<file path="src/rtl/fetch_unit.sv">
// Fetch stage in front of a synchronous instruction memory; presents {pc, instr} to decode one cycle after the address is issued.
// Under back-pressure the held PC is re-read so the memory output stays stable; a redirect overrides stall and squashes the presented instruction.
module fetch_unit #(
  parameter int addrWidth = 32,
  parameter int instrWidth = 32,
  parameter logic [addrWidth-1:0] resetPc = '0
) (
  input  logic                  clock,
  input  logic                  resetn,
  output logic [addrWidth-1:0]  imemAddr,
  input  logic [instrWidth-1:0] imemInstr,
  input  logic                  fetchEnable,
  input  logic                  redirectValid,
  input  logic [addrWidth-1:0]  redirectPc,
  output logic                  outValid,
  input  logic                  outReady,
  output logic [addrWidth-1:0]  outPc,
  output logic [instrWidth-1:0] outInstr
);

  logic [addrWidth-1:0] pc;
  logic [addrWidth-1:0] respPc;
  logic                 respValid;
  logic [addrWidth-1:0] tgt;
  logic                 stall;

  assign tgt   = {redirectPc[addrWidth-1:2], 2'b00};
  assign stall = respValid & ~redirectValid & ~outReady;

  // While stalled the memory is pointed back at the held PC so imemInstr does not change.
  always_comb begin
    imemAddr = pc;
    if (redirectValid) begin
      imemAddr = tgt;
    end else if (stall) begin
      imemAddr = respPc;
    end
  end

  assign outValid = respValid & ~redirectValid;
  assign outPc    = respPc;
  assign outInstr = imemInstr;

  always_ff @(posedge clock) begin
    if (!resetn) begin
      pc        <= resetPc;
      respValid <= 1'b0;
      respPc    <= '0;
    end else if (redirectValid) begin
      respValid <= 1'b1;
      respPc    <= tgt;
      pc        <= tgt + addrWidth'(4);
    end else if (stall) begin
      pc        <= pc;
      respValid <= respValid;
      respPc    <= respPc;
    end else if (fetchEnable) begin
      respValid <= 1'b1;
      respPc    <= pc;
      pc        <= pc + addrWidth'(4);
    end else begin
      respValid <= 1'b0;
    end
  end

endmodule

</file>
<file path="config.mk">
export PLATFORM = sky130hd
export DESIGN_NAME = fetch_unit
export DESIGN_NICKNAME = d
export VERILOG_FILES = /design/src/rtl/fetch_unit.sv
export SDC_FILE = /design/constraint.sdc
export NUM_CORES = 1
export LEC_CHECK = 0
export CAP_MARGIN = 40
export CELL_PAD_IN_SITES_DETAIL_PLACEMENT = 1
export CELL_PAD_IN_SITES_GLOBAL_PLACEMENT = 1
export CORE_MARGIN = 5
export CORE_UTILIZATION = 31
export DETAILED_ROUTE_END_ITERATION = 8
export PLACE_DENSITY = 0.84
export SLEW_MARGIN = 5
export SYNTH_ARGS = -nofsm -noshare
export SYNTH_HDL_FRONTEND = slang
export SYNTH_SLANG_ARGS = --single-unit
</file>
<file path="constraint.sdc">
create_clock -name clock -period 5.1 [get_ports clock]
set_clock_uncertainty 0.05 [all_clocks]
set_input_delay 0.51 -clock clock [delete_from_list [all_inputs] [get_ports clock]]
set_output_delay 0.51 -clock clock [all_outputs]
set_load 0.1 [all_outputs]
</file>
==> results.toml, run 1 <==
[global_route]
gr-max-usage-layer = "met2"
antenna_found_initial = 0
track_usage_pct = 19.2
grt_pass1_wl_um = 25600
overflow = 0
use_met3_pct = 2.83
grt_pass1_vias = 5145
met2_usage_pct = 34.3
use_met1_pct = 23.1
grt_max_degree = 53

[setup_path]
critical-path-max-stage-delay_ns = 0.52
start_kind = "input pin"
required_ns = 4.54
path_class = "in -> out"
cpMaxStageDelayCell = "nor2b_2"
worst-endpoint-arrival_ns = 2.88
worstPathMaxFanout = 14
cp-end-kind = "primary output"
path_cells = "clkdlybuf4s50_1, nor2b_2, buf_4, nor2_2, a221o_1, clkdlybuf4s50_1, buf_8"
cpMostUsedCell = "clkdlybuf4s50_1"

[floorplanning]
die_area_um2 = 16300
die_h_um = 128
core_um2 = 13700
start_util_pct = 31.3
dieWidth_um = 128
io_pins = 166
rows = 43

[power_and_ir_drop]
p_switching_uw = 716
combPwrFrac_pct = 37.1
switching_share_pct = 40.6
p_seq_share_pct = 31.1
power_leakage_uw = 0.00226
p_per_area_nw_per_um2 = 298
clkPwrFrac_pct = 31.8
max-vdd-ir-drop_mv = 0.122
p_int_uw = 1050

[routing]
vias = 4769
antenna_left = 0
routed_wl_um = 15700
drc = 0
dr.pass1.iters = 4
wl_per_cell_um = 17.9
drt-vias-per-instance = 5.45
drt_iter0_drc = 278

[placement]
place_hpwl_um = 10900
place_congestion = 0.829
numPortBuffers = 95
dp_slack_ns = 1.52
placed_cells = 860

[sta]
rsz0062_at_grt = "no"
hold_violations = 0
worst_slack_ns = 1.66
setup_viol = 0
fmax_ghz = 0.291
relSlewSlack_pct = 51.8
worstMarginPinSlew_ns = 0.722
setup_tns_ns = 0
period_needed_ns = 3.44
slew_viol_final = 0
min_period_over_period_pct = 67.4

[finish]
drive_above_1_share_pct = 14.5
final.fill_count = 1676
multi_input_area_um2 = 2640
syn_to_final_growth_pct = 37.5
finalNetCount = 761
finalNonFillerCells = 875
antennaDiodeCount = 0
register_area_um2 = 1220

[cts]
clk_path_buf_depth = 2
cts_tree = "yes"
cts_root_buf = "clkbuf_16"
cts.reportedPaths.clkPinSlew_ns = 0.05
clock-sinks = 61
clkLatencyLatePin_ns = 0.34
cts_setup_buffers = 0
htreeDepth = 3
cts_resized = 0
ctsHoldBuffers = 0
numCtsBuffers = 9

[synth]
ys_seq_elements = 61
syn_area_um2 = 4300
synthCells = 610
yosys_warnings = 0
ys_seq_area_share_pct = 28.4
synth.distinct_cells = 48
syn_area_per_cell_um2 = 7.05

[worst_hold_path]
hold_class = "reg -> reg"

[status]
status = "completed"

[job]
drv_cap = 0
[cell usage after synthesis, drive strengths merged]
cell type	number	area [um^2]
a21boi	5	41.3
or3	5	31.3
ha	1	12.5
and2	4	25.0
mux2i	9	90.1
conb	1	3.75
nor2	51	191
buf	46	317
nand3	31	160
a22oi	27	203
o21ai	10	50.1
o31ai	1	7.51
nand3b	9	67.6
o22ai	7	43.8
a221oi	1	8.76
o211ai	5	37.5
a222oi	1	10.0
nand2b	4	25.0
or4	1	7.51
clkinv	1	3.75
nor3	5	25.0
dfxtp	61	1220
inv	7	26.3
nand4	13	87.6
nor4	3	18.8
nor2b	4	25.0
a311oi	4	35.0
or2	2	12.5
xor2	14	123
and4b	1	10.0
nand2	140	526
o21bai	1	7.51
a31oi	4	25.0
a32oi	2	17.5
xnor2	26	228
a211oi	15	113
clkbuf	30	113
mux2	4	45.0
a221o	3	30.0
nand4b	5	43.8
and3	1	6.26
a21oi	45	225
[sequential cells by signal (all words and copies together), names as in the netlist]
signal / flops
outPc: 30
pc: 30
respValid: 1
[final timing paths]
| path | from | endpoint | slack (ns) | cells past startpoint |
|---|---|---|---|---|
| setup / recovery | outReady | imemAddr[24] | 1.66 | 7 |
| hold / removal | outPc[3] | outPc[3] | 0.43 | 2 |
| setup reg to reg | pc[2] | pc[28] | 2.27 | 10 |
| hold reg to reg | outPc[3] | outPc[3] | 0.43 | 2 |
[layout by cell type, fill, tap and decap left out, types with 7 or more instances in the layout]
master / instances
inv_1: 7
a211oi_1: 15
clkbuf_16: 9
nand2_1: 140
nand4_1: 12
buf_8: 29
nor2_1: 49
a21oi_1: 45
o21ai_0: 9
o22ai_1: 7
xnor2_1: 26
nand3b_1: 9
mux2i_1: 9
dfxtp_1: 61
xor2_1: 14
buf_4: 44
a22oi_1: 27
clkdlybuf4s50_1: 66
nand3_1: 30
[area by class of cell]
type / instances / share of cell area, %
clock inverter: 2 / 0.169
clock buffer: 13 / 4.23
sequential: 61 / 20.7
multi-input combinational: 468 / 44.6
timing repair buffer: 143 / 26.0
inverter: 8 / 0.508
tap: 180 / 3.81
[worst max-delay path: cells and delay by family]
kind	cells	cell delay, ns
AOI/OAI and AO/OA	1	0.30
buffers and inverters	4	1.45
and+or+nand+nor	2	0.59
[power by group through the flow]
stage	Sequential (uW)	Clock, uW	Combinational (uW)
4_1_cts	547	572	657
6_report	548	561	654
3_5_place_dp	557	0	653
2_1_floorplan	661	0	444
3_3_place_gp	553	0	577
5_1_grt	552	592	686
[layer usage]
layer	vias up	share of wire (%)
met5	-	0
met4	0	2.1
met3	32	3.8
met2	126	51
met1	2365	43
li1	2246	-
[kinds of logic (layout without fill, tap and decap cells)]
group,Yosys count,count (layout),synth area share (%)
other,1,4,0.0872
flip-flops,61,61,28.4
buffers and inverters,84,166,10.7
AO/OA/AOI/OAI,131,131,19.9
multiplexers,13,13,3.14
XOR/XNOR,40,40,8.15
AND/OR/NAND/NOR,279,279,29.4
adder cells (fa/ha/maj),1,1,0.291
[stage by stage]
stage | cell area [um^2] | utilization, % | hold slack [ns] | power [uW]
finish | 5910 | 43.1 | 0.431 | 1760
floorplan | 4310 | - | 0.395 | 1110
CTS | 5910 | 43.1 | 0.434 | 1780
global placement | 5100 | 37.2 | 0.411 | 1130
global route | 5910 | 43.1 | 0.465 | 1830
detailed placement | 5650 | 41.2 | 0.418 | 1210
Note: power is estimated with default switching activity, not from simulation.
==> run 2, diff against run 1 <==
--- a/config.mk
+++ b/config.mk
@@ -9,9 +9,9 @@
 export CELL_PAD_IN_SITES_DETAIL_PLACEMENT = 1
 export CELL_PAD_IN_SITES_GLOBAL_PLACEMENT = 1
 export CORE_MARGIN = 5
-export CORE_UTILIZATION = 31
+export CORE_UTILIZATION = 28
 export DETAILED_ROUTE_END_ITERATION = 8
-export PLACE_DENSITY = 0.84
+export PLACE_DENSITY = 0.8
 export SLEW_MARGIN = 5
 export SYNTH_ARGS = -nofsm -noshare
 export SYNTH_HDL_FRONTEND = slang
==> constraint.sdc (replaced) <==
create_clock -name clock -period 3 [get_ports clock]
set_clock_uncertainty 0.05 [all_clocks]
set_input_delay 0.3 -clock clock [delete_from_list [all_inputs] [get_ports clock]]
set_output_delay 0.3 -clock clock [all_outputs]
set_load 0.1 [all_outputs]
==> run 2 against run 1 <==
  * First-iteration DRC count grew 2.9%
  * Sequential power increased by 70%
  * Utilization shrank 4.8 points
  * Non-clock buffer count fell by 19
  * Clock power is 70% higher
  * Routed wire length is 0.95% higher
  * Die area up 9.9%
  * Setup slack worse by 1.4 ns
  * Final cell count is 1.1% lower
  * Sequential share of layout area is 0.39 points higher
  * Combinational power grew 71%
  * Critical endpoint is now pc[8]
==> results.toml, run 2 (synthesis gave the netlist of run 1 again) <==
[global_route]
track_usage_pct = 17.5
grt_max_degree = 38
grt_pass1_vias = 4863
overflow = 0
grt_pass1_wl_um = 25400
antenna_found_initial = 0

[floorplanning]
io_pins = 166
die_h_um = 134
die_area_um2 = 17900
core_um2 = 15100
rows = 45
start_util_pct = 28.4
dieWidth_um = 134

[cts]
clk_path_buf_depth = 2
clkLatencyLatePin_ns = 0.34
cts_resized = 0
cts.reportedPaths.clkPinSlew_ns = 0.06
htreeDepth = 3
ctsHoldBuffers = 0
cts_tree = "yes"
clock-sinks = 61
numCtsBuffers = 9
cts_root_buf = "clkbuf_16"
cts_setup_buffers = 0

[routing]
drt-vias-per-instance = 5.30
drt_iter0_drc = 286
dr.pass1.iters = 4
antenna_left = 0
vias = 4584
drc = 0
routed_wl_um = 15800
wl_per_cell_um = 18.3

[setup_path]
start_kind = "flip-flop"
cpMaxStageDelayCell = "dfxtp_1"
cp-end-kind = "flip-flop"
path_cells = "inv_1, o21ai_0, ha_1, nand4_1, a21oi_4, buf_4, a21boi_0, nand2_1, xor2_1, a211oi_1"
crit_family = "compound AO/OA/AOI/OAI gates"
critPathBufInv = 2
r2r_slack_ns = 0.30
critical-path-max-stage-delay_ns = 0.39
worst-endpoint-arrival_ns = 2.88
path_class = "reg -> reg"
worstPathMaxFanout = 8
required_ns = 3.19

[finish]
final_common_cell = "nand2_1"
antennaDiodeCount = 0
final_cell_area_um2 = 5800
final_cell_mix = "nand2_1 (140), buf_4 (61), dfxtp_1 (61), nor2_1 (49), a21oi_1 (44)"
final.fill_count = 1849
syn_to_final_growth_pct = 34.9
finalNetCount = 742
drive_above_1_share_pct = 17.6
register_area_um2 = 1220
multi_input_area_um2 = 2670

[sta]
period_needed_ns = 2.70
fmax_ghz = 0.371
worstMarginPinSlew_ns = 0.877
rsz0062_at_grt = "no"
relSlewSlack_pct = 41.1
min_period_over_period_pct = 89.9
hold_violations = 0
setup_viol = 0
worst_slack_ns = 0.303
slew_viol_final = 0

[power_and_ir_drop]
power_leakage_uw = 0.00225
max-vdd-ir-drop_mv = 0.259
p_per_area_nw_per_um2 = 518

[placement]
numPortBuffers = 95
placed_area_um2 = 5540
place_hpwl_um = 11600
dp_slack_ns = -0.0177
place_congestion = 0.810

[status]
status = "completed"

[job]
drv_cap = 0

[worst_hold_path]
hold_class = "in -> reg"
[run 2: worst paths after layout]
kind | from | endpoint | cells after the start
max | pc[2] | pc[8] | 10
min | redirectValid | pc[15] | 2
min reg2reg | pc[30] | pc[30] | 2
max reg2reg | pc[2] | pc[8] | 10
[run 2: area by class of cell]
cell class	count	share of cell area, %
Multi-Input combinational cell	468	45.9
Sequential cell	61	21.1
Inverter	8	0.518
Timing Repair Buffer	124	23.9
Clock inverter	5	0.475
Tap cell	188	4.06
Clock buffer	11	4.01
[run 2: worst reg2reg max path, cell delays in order, from the launching register on]
cell and delay [ns]:
dfxtp_1 0.39, inv_1 0.05, o21ai_0 0.27, ha_1 0.30, nand4_1 0.20, a21oi_4 0.26, buf_4 0.19, a21boi_0 0.34
nand2_1 0.12, xor2_1 0.18, a211oi_1 0.25
[run 2: report_power, final]
part	switching (uW)	internal (uW)	leakage (uW)
combinational	778	342	0.00161
sequential	63.2	868	0.000505
clock	401	554	0.000129
total	1240	1760	0.00225
[run 2: per-stage QoR]
stage | TNS, ns | cells | utilization [%] | hold WS, ns | power, uW
6_report | 0 | 865 | 38.3 | 0.361 | 3010
5_1_grt | 0 | 865 | 38.3 | 0.383 | 3110
4_1_cts | 0 | 865 | 38.3 | 0.349 | 3030
3_5_place_dp | -0.0177 | 849 | 36.6 | 0.428 | 2070
3_3_place_gp | 0 | 849 | 36.6 | 0.416 | 2040
2_1_floorplan | 0 | 613 | - | 0.394 | 1880
[run 2: per-layer routing]
metal	share of wire (%)	up-vias	track usage, %
met2	51	101	31.7
met3	4.7	19	3.53
met4	1.6	0	5.71
li1	-	2220	-
met1	43	2244	20.6
met5	0	-	0
==> run 3, diff against run 2 <==
--- a/config.mk
+++ b/config.mk
@@ -11,6 +11,7 @@
 export CORE_MARGIN = 5
 export CORE_UTILIZATION = 28
 export DETAILED_ROUTE_END_ITERATION = 8
+export MAX_ROUTING_LAYER = met4
 export PLACE_DENSITY = 0.8
 export SLEW_MARGIN = 5
 export SYNTH_ARGS = -nofsm -noshare
==> run 3 against run 2 <==
  * Final cell count unchanged
  * Critical path depth unchanged
  * Sequential power about the same
  * Clock power about the same
  * Routed wire length unchanged
  * Worst hold slack improved by 0.0077 ns
  * Sequential cell count unchanged
  * Final area unchanged
  * Critical path type unchanged
  * Largest power group unchanged
  * Highest routed layer unchanged
==> results.toml, run 3 (synthesis gave the netlist of run 1 again) <==
[placement]
place_congestion = 0.822
numPortBuffers = 95
placed_cells = 849
place_hpwl_um = 11600

[status]
status = "completed"

[setup_path]
path_depth = 10
r2r_slack_ns = 0.30
required_ns = 3.19
ff2ff_path_depth = 10
cpMaxStageDelayCell = "dfxtp_1"
critPathBufInv = 2
critical-path-max-stage-delay_ns = 0.39
path_class = "reg -> reg"
worstPathMaxFanout = 8
start_kind = "flip-flop"
worst-endpoint-arrival_ns = 2.90
cp-end-kind = "flip-flop"
crit_family = "compound AO/OA/AOI/OAI gates"
path_cells = "inv_1, o21ai_0, ha_1, nand4_1, a21oi_4, buf_4, a21boi_0, nand2_1, xor2_1, a211oi_1"

[cts]
cts_tree = "yes"
numCtsBuffers = 9
clkLatencyLatePin_ns = 0.34
htreeDepth = 3
clk_path_buf_depth = 2
cts_resized = 0
ctsHoldBuffers = 0
cts.reportedPaths.clkPinSlew_ns = 0.06
clock-sinks = 61
cts_root_buf = "clkbuf_16"
cts_setup_buffers = 0

[sta]
rsz0062_at_grt = "no"
worstMarginPinSlew_ns = 0.888
setup_tns_ns = 0
relSlewSlack_pct = 40.4
hold_violations = 0
fmax_ghz = 0.370
slew_viol_final = 0
min_period_over_period_pct = 90.2
setup_viol = 0
period_needed_ns = 2.70

[worst_hold_path]
whs_path_depth = 2
hold_class = "in -> reg"

[finish]
final_common_cell = "nand2_1"
antennaDiodeCount = 0
drive_above_1_share_pct = 17.6
finalNetCount = 742
final.fill_count = 1849
finalNonFillerCells = 865
final_cell_mix = "nand2_1 (140), buf_4 (61), dfxtp_1 (61), nor2_1 (49), a21oi_1 (44)"
syn_to_final_growth_pct = 34.9
register_area_um2 = 1220
multi_input_area_um2 = 2670

[floorplanning]
start_util_pct = 28.4
io_pins = 166
core_um2 = 15100
rows = 45
dieWidth_um = 134
die_area_um2 = 17900
die_h_um = 134

[routing]
dr.pass1.iters = 4
antenna_left = 0
drt_iter0_drc = 287
wl_per_cell_um = 18.3
routed_wl_um = 15800
drc = 0
vias = 4575
drt-vias-per-instance = 5.29

[job]
drv_cap = 0

[global_route]
overflow = 0
track_usage_pct = 18.0
grt_max_degree = 38
grt_pass1_wl_um = 25400
antenna_found_initial = 0
grt_pass1_vias = 4852

[power_and_ir_drop]
power_leakage_uw = 0.00225
p_per_area_nw_per_um2 = 518
max-vdd-ir-drop_mv = 0.259
## run 3: path summary, 6_finish.rpt
kind	from	to
setup / recovery	pc[2]	pc[8]
setup reg to reg	pc[2]	pc[8]
hold / removal	redirectValid	pc[15]
hold reg to reg	pc[30]	pc[30]
## run 3: layout make-up
type / instances / share of cell area (%)
inverter: 8 / 0.518
clock buffer: 11 / 4.01
clock inverter: 5 / 0.475
tap: 188 / 4.06
multi-input combinational: 468 / 45.9
sequential: 61 / 21.1
timing repair buffer: 124 / 23.9
## run 3: routing by layer
metal  track usage (%)  vias up  share of wire, %
met5                 -        -                 0
met4              5.71        0               1.2
met3              3.38       15               4.0
met2              31.6       90                51
met1              20.9     2254                44
li1                  -     2216                 -
## run 3: power by group
| part | internal (uW) | total (uW) | switching (uW) |
|---|---|---|---|
| registers | 868 | 931 | 63.0 |
| clock network | 553 | 955 | 401 |
| logic | 342 | 1120 | 778 |
| total | 1760 | 3010 | 1240 |
## run 3: stage by stage
stage / instance area [um^2] / hold slack [ns] / total power [uW] / utilization, % / setup WS (ns)
2_1_floorplan: 4350 / 0.394 / 1880 / - / 0.0131
3_3_place_gp: 5540 / 0.416 / 2040 / 36.6 / 0.192
3_5_place_dp: 5540 / 0.428 / 2070 / 36.6 / -0.0177
4_1_cts: 5800 / 0.349 / 3030 / 38.3 / 0.268
5_1_grt: 5800 / 0.381 / 3110 / 38.3 / 0.0449
6_report: 5800 / 0.369 / 3010 / 38.3 / 0.295
